## src/rtl/pipe_pkg.sv

```systemverilog
// Shared pipeline definitions: opcodes, instruction field slices,
// hazard FSM state encodings and the ID-stage decode helper.
package pipe_pkg;

    localparam logic [5:0] OP_LD    = 6'b100000;
    localparam logic [5:0] OP_SW    = 6'b100001;
    localparam logic [5:0] OP_BEQ   = 6'b100010;
    localparam logic [5:0] OP_BNE   = 6'b100011;
    localparam logic [5:0] OP_RTYPE = 6'b101010;
    localparam logic [5:0] OP_NOP   = 6'b111100;

    // Field positions in the big-endian [0:31] instruction word
    localparam int OPC_MSB = 0;
    localparam int OPC_LSB = 5;
    localparam int RD_MSB  = 6;
    localparam int RD_LSB  = 10;
    localparam int RA_MSB  = 11;
    localparam int RA_LSB  = 15;
    localparam int RB_MSB  = 16;
    localparam int RB_LSB  = 20;

    localparam logic [1:0] BR_NONE = 2'b00;
    localparam logic [1:0] BR_EQ   = 2'b01;
    localparam logic [1:0] BR_NE   = 2'b10;

    localparam logic [1:0] ST_RUN   = 2'b00;
    localparam logic [1:0] ST_STALL = 2'b01;
    localparam logic [1:0] ST_FLUSH = 2'b10;

    typedef struct packed {
        logic [4:0] dest;
        logic       regwrite;
        logic       memread;
    } sb_entry_t;

    typedef struct packed {
        logic [4:0] src_a;
        logic [4:0] src_b;
        logic       use_a;
        logic       use_b;
        logic       is_branch;
        sb_entry_t  wr;
    } id_dec_t;

    // Source/destination usage of the instruction sitting in ID
    function automatic id_dec_t decode_id(input logic [0:31] instr);
        id_dec_t    d;
        logic [5:0] op;
        logic [4:0] rd;
        logic [4:0] ra;
        logic [4:0] rb;
        op = instr[OPC_MSB:OPC_LSB];
        rd = instr[RD_MSB:RD_LSB];
        ra = instr[RA_MSB:RA_LSB];
        rb = instr[RB_MSB:RB_LSB];
        d  = '0;
        case (op)
            OP_RTYPE: begin
                d.src_a = ra;
                d.use_a = 1'b1;
                d.src_b = rb;
                d.use_b = 1'b1;
                d.wr    = '{dest: rd, regwrite: 1'b1, memread: 1'b0};
            end
            OP_SW: begin
                d.src_a = rd;
                d.use_a = 1'b1;
            end
            OP_BEQ, OP_BNE: begin
                d.src_a     = rd;
                d.use_a     = 1'b1;
                d.src_b     = ra;
                d.use_b     = 1'b1;
                d.is_branch = 1'b1;
            end
            OP_LD: begin
                d.wr = '{dest: rd, regwrite: 1'b1, memread: 1'b1};
            end
            default: ;
        endcase
        return d;
    endfunction

endpackage

```

## src/rtl/hazard_scoreboard.sv

```systemverilog
// Two-entry (EX, MEM) destination scoreboard and the ID-stage hazard compare.
// Register 0 is deliberately not special-cased.
module hazard_scoreboard
    import pipe_pkg::*;
(
    input  logic    clk,
    input  logic    rst_n,
    input  id_dec_t id_dec,
    input  logic    insert_zero,
    output logic    hazard
);

    sb_entry_t ex_q;
    sb_entry_t mem_q;
    logic      load_use;
    logic      br_haz;

    function automatic logic hit(input logic [4:0] src, input logic use_src, input sb_entry_t e);
        return use_src && e.regwrite && (e.dest == src);
    endfunction

    // Shift the scoreboard each cycle; a bubble or flush leaves a zero entry in EX
    always_ff @(posedge clk or negedge rst_n) begin
        if (!rst_n) begin
            ex_q  <= '0;
            mem_q <= '0;
        end else begin
            mem_q <= ex_q;
            ex_q  <= insert_zero ? '0 : id_dec.wr;
        end
    end

    // Load-use needs only EX; branches resolve in ID so also wait on a load in MEM
    always_comb begin
        load_use = !id_dec.is_branch && ex_q.memread &&
                   (hit(id_dec.src_a, id_dec.use_a, ex_q) || hit(id_dec.src_b, id_dec.use_b, ex_q));
        br_haz   = id_dec.is_branch &&
                   (hit(id_dec.src_a, id_dec.use_a, ex_q) || hit(id_dec.src_b, id_dec.use_b, ex_q) ||
                    (mem_q.memread &&
                     (hit(id_dec.src_a, id_dec.use_a, mem_q) || hit(id_dec.src_b, id_dec.use_b, mem_q))));
        hazard   = load_use || br_haz;
    end

endmodule

```

## src/rtl/hazard_ctrl.sv

```systemverilog
// Pipeline hazard controller: stall/bubble generation, ID-stage branch
// resolution, wrong-path flush sequencing and a saturating stall counter.
module hazard_ctrl
    import pipe_pkg::*;
(
    input  logic        clk,
    input  logic        rst_n,
    input  logic [0:31] id_instr,
    input  logic [0:1]  id_br,
    input  logic        id_cmp_eq,
    output logic        pc_stall,
    output logic        if2id_stall,
    output logic        id2ex_bubble,
    output logic        if2id_flush,
    output logic        br_taken,
    output logic [0:1]  hz_state,
    output logic [0:15] stall_cnt
);

    logic [1:0] state;
    logic [1:0] state_nxt;
    id_dec_t    dec;
    logic       in_flush;
    logic       active;
    logic       sb_hazard;
    logic       hazard;
    logic       br_cond;
    logic       unused_bits;

    function automatic logic [15:0] sat_inc(input logic [15:0] v, input logic en);
        return (en && (v != 16'hFFFF)) ? v + 16'd1 : v;
    endfunction

    assign unused_bits = ^id_instr[21:31];

    // The wrong-path instruction in ID during FLUSH contributes nothing
    always_comb begin
        in_flush = (state == ST_FLUSH);
        active   = (state == ST_RUN) || (state == ST_STALL);
        dec      = in_flush ? '0 : decode_id(id_instr);
    end

    hazard_scoreboard u_sb (
        .clk         (clk),
        .rst_n       (rst_n),
        .id_dec      (dec),
        .insert_zero (id2ex_bubble | in_flush),
        .hazard      (sb_hazard)
    );

    // Stall controls and branch decision, all combinational from live ID inputs
    always_comb begin
        hazard       = active && sb_hazard;
        pc_stall     = hazard;
        if2id_stall  = hazard;
        id2ex_bubble = hazard;
        br_cond      = ((id_br == BR_EQ) && id_cmp_eq) || ((id_br == BR_NE) && !id_cmp_eq);
        br_taken     = br_cond && active && !hazard;
        if2id_flush  = in_flush;
        hz_state     = state;
    end

    // Next-state: stall wins over a branch; FLUSH always lasts one cycle
    always_comb begin
        state_nxt = ST_RUN;
        case (state)
            ST_RUN, ST_STALL: begin
                if (hazard)        state_nxt = ST_STALL;
                else if (br_taken) state_nxt = ST_FLUSH;
                else               state_nxt = ST_RUN;
            end
            default: state_nxt = ST_RUN;
        endcase
    end

    // State register and saturating stall counter
    always_ff @(posedge clk or negedge rst_n) begin
        if (!rst_n) begin
            state     <= ST_RUN;
            stall_cnt <= '0;
        end else begin
            state     <= state_nxt;
            stall_cnt <= sat_inc(stall_cnt, pc_stall);
        end
    end

endmodule

```

## config.mk

```make
export PLATFORM = sky130hd
export DESIGN_NAME = hazard_ctrl
export DESIGN_NICKNAME = d
export VERILOG_FILES = /design/src/rtl/pipe_pkg.sv /design/src/rtl/hazard_scoreboard.sv /design/src/rtl/hazard_ctrl.sv
export SDC_FILE = /design/constraint.sdc
export NUM_CORES = 1
export LEC_CHECK = 0
export ABC_AREA = 1
export BUFFER_PORTS_ARGS = -buffer_cell sky130_fd_sc_hd__buf_4
export CORE_ASPECT_RATIO = 1.75
export CORE_MARGIN = 3
export CORE_UTILIZATION = 40
export CTS_CLUSTER_SIZE = 14
export DETAILED_ROUTE_END_ITERATION = 10
export SLEW_MARGIN = 30
export SYNTH_ARGS = -nofsm -noshare
export SYNTH_HDL_FRONTEND = slang
export SYNTH_SLANG_ARGS = --single-unit
export TNS_END_PERCENT = 100
```

## constraint.sdc

```tcl
create_clock -name clk -period 6.7 [get_ports clk]
set_clock_uncertainty 0.2 [all_clocks]
set_input_delay 0.335 -clock clk [delete_from_list [all_inputs] [get_ports clk]]
set_output_delay 0.335 -clock clk [all_outputs]
set_load 0.05 [all_outputs]
```

==> metrics.md <==
| Metric | Value |
|---|---|
| Status | `finished, final reports clean` |
| Initial antenna violation count | `0` |
| Area growth from synthesis to layout | `22.3%` |
| Crit path max fanout | `12` |
| Root Buffer | `clkbuf_8` |
| Largest cells by area after synthesis | `dfrtp_1 (33%), nand2_1 (16%), inv_1 (10%)` |
| Post-Synthesis Cells | `roughly 370` |
| Synthesized area | `2400 um2` |
| Mean post-synth cell area | `6.43 um2` |
| Clock Sinks | `32` |
| Postcts setup bufs | `0` |
| Vias in the first global route | `~2400` |
| Detail Placement HPWL | `5250 um` |
| Slew Limit Fails | `0` |
| Nets | `462` |
| GRT overflow | `0` |
| Final setup fails | `0` |
| TNS Setup | `0 ps` |
| Post-route core utilization | `0.517` |
| Initial DRC Count | `114` |
| Seq/Total Area, Yosys | `0.334` |
| Actual slew at the worst max-slew pin | `431 ps` |
| Gpl congestion | `0.867` |
| Pwr Density | `152 nW/um2` |
| Dpl cell area | `2810 um2` |
| CTS clock-pin slew for the worst setup and hold paths | `70 ps` |
| Final Cycle Share | `0.465` |
| Critical-path top delay cell | `dfrtp_1` |
| Worst rel slew slack | `0.713` |
| RSZ-0062 raised after global routing | `false` |
| Fill cell count | `~600` |
| Site Rows | `36` |
| Num CTS Buffers | `5` |
| I/O pins | `60` |
| Setup WS pre-CTS | `3870 ps` |
| Aggregate routed wire length | `6480 um` |
| Register bit count reported by yosys | `32` |
| Total Routing Usage GR | `0.205` |
| Remaining DRCs | `0` |
| YS warnings | `0` |
| CP max stage delay | `400 ps` |
| Number of port buffers | `between 40 and 50` |
| Via density | `4.89` |
| WP buf/inv | `2` |
| Core Area | `around 5700 um2` |
| Peak supply drop | `139 uV` |
| Synth cell types | `30` |
| Routed Antenna Nets | `0` |
| Initial Utilization | `0.423` |
| Die footprint | `~7000 um2` |
| Largest delay share family, worst path | `simple AND/OR/NAND/NOR gates` |
| Post-synth top area cell | `dfrtp_1` |
| Cell Chain, Critical Path | `inv_2, nor2_8, nor2_4, nand3_1, nand2_2, o21ai_0, a21oi_1, nand4_1, nand2_1, nand2_1, a21oi_1, buf_4` |
| Crit start category | `register` |
| Via count | `2448` |
| Mapped Nets | `between 400 and 500` |
| Clk Latency, worst-skew pair | `290 ps` |
| DR WL/cell | `12.9 um` |
| Non-filler cells, final | `about 500` |
| Fin worst setup slack | `3580 ps` |
| Die height | `108 um` |
| CP arrival | `~2600 ps` |
| CTS tree | `built` |
| First-pass GRT wire length | `11100 um` |
| H-tree depth | `2` |
| Crit. End Element | `output port` |
| WP data required | `between 6000 and 7000 ps` |
| Die width | `64.6 um` |
| Post-route cell area | `2940 um2` |
| Fin crit period | `3120 ps` |
| Setup Crit Path Kind | `register to output port` |
| Layout cells sized above 1 | `0.195` |
| Final Hold Viols | `0` |
| Pre-Repair DR Iteration Count | `4` |
| Placed cells | `492` |
| Area share of the largest cell type after synthesis | `0.334` |
| MaxCap Viol Count | `0` |
| Number of diodes | `0` |
| P_leak | `1.58 nW` |
| Type of the worst min-delay path | `input port to register` |
| Clk buf depth | `2` |
| Largest net degree at the start of global routing | `33` |
| Fmax | `0.321 GHz` |
## state kept, by name, indices dropped and copies added, names as in the netlist
name and flops:
hz_state 2, stall_cnt 16, u_sb.ex_q 7, u_sb.mem_q 7
## path summary, 6_finish.rpt
path | start | endpoint | slack [ps] | depth (start not counted)
worst min register to register | u_sb.ex_q[0] | u_sb.mem_q[0] | 190 | 0
max in group asynchronous | rst_n | stall_cnt[13] | 5660 | 2
worst max register to register | hz_state[0] | stall_cnt[2] | 3990 | 13
min in group asynchronous | rst_n | stall_cnt[0] | 320 | 2
worst min-delay path | id_br[1] | hz_state[0] | 30 | 2
worst max-delay path | hz_state[0] | if2id_stall | 3580 | 12
## routing by layer
layer  part of all wire  wire length, um  up-vias  global-route usage
li1                   -                -     1276                   -
met1               0.38             2440     1088               0.219
met2               0.55             3550       63               0.379
met3              0.033              216       21              0.0291
met4              0.043              277        0               0.112
met5                  0                0        -                   0
## worst register-to-register path, stage by stage, from the launching register on
cell	delay, ps
dfrtp_1	400
inv_2	240
nor2_8	100
nor2_4	170
nand3_1	130
nand2_2	120
xor2_1	210
nand4_1	150
nand2_1	100
nand2_2	70
nand2_4	130
nand3_4	250
o21ai_0	240
nand2_1	70
## kinds of logic (layout without fill, tap and decap cells)
group	Yosys count	in the layout	synth area share
adders and majority gates	1	1	0.00521
and+or+nand+nor	244	244	0.469
DFF	32	32	0.334
AOI/OAI and AO/OA	21	21	0.0574
xor gates and xnor gates	2	2	0.0104
buffers and inverters	73	125	0.125
## power breakdown
part           switching [W]  internal (W)
clock              0.0000800      0.000110
sequential        0.00000129      0.000194
combinational      0.0000390     0.0000202
## placed cells by master, fill, tap and decap left out, types with 2 or more instances in the layout
cell / count
clkbuf_8: 5
a21oi_1: 8
nand4_1: 15
nand3_2: 2
nor2_1: 58
buf_4: 48
inv_1: 65
inv_2: 2
nand2_2: 6
dfrtp_1: 32
nor3_1: 6
a211oi_1: 2
o21ai_0: 3
nand2_1: 103
nor2_4: 4
o21ai_2: 7
nand3_1: 43
## stage by stage
step                total power (W)  hold slack, ps
floorplan                  0.000232            -161
global placement           0.000259             110
detailed placement         0.000259             111
CTS                        0.000450            25.8
global route               0.000463            42.1
finish                     0.000445            31.9
## cells in the mapped netlist, drive strengths merged
cell type	number
nor2	63
o21ai	10
nand3b	1
and3	1
a211oi	2
nor4	1
xnor2	1
nor3	7
inv	68
nand2	110
dfrtp	32
nand4	15
clkbuf	1
ha	1
buf	4
a31oi	1
nand3	46
a21oi	8
xor2	1
## final cells by class
type,instances,area [um2],share of cell area
well taps,76,95.1,0.0324
repair buffers,49,370,0.126
clock inverters,3,42.5,0.0145
clock buffers,5,68.8,0.0234
flip-flops and latches,32,801,0.273
multi-input cells,268,1300,0.443
inverters,68,258,0.0878
## what timing repair did
| item | in CTS | in global routing |
|---|---|---|
| hold buffers | 1 | 0 |
| endpoints found under the hold margin | 32 | 0 |
| resized for setup | 0 | 0 |
No activity file was read; power rests on OpenSTA's default activity.
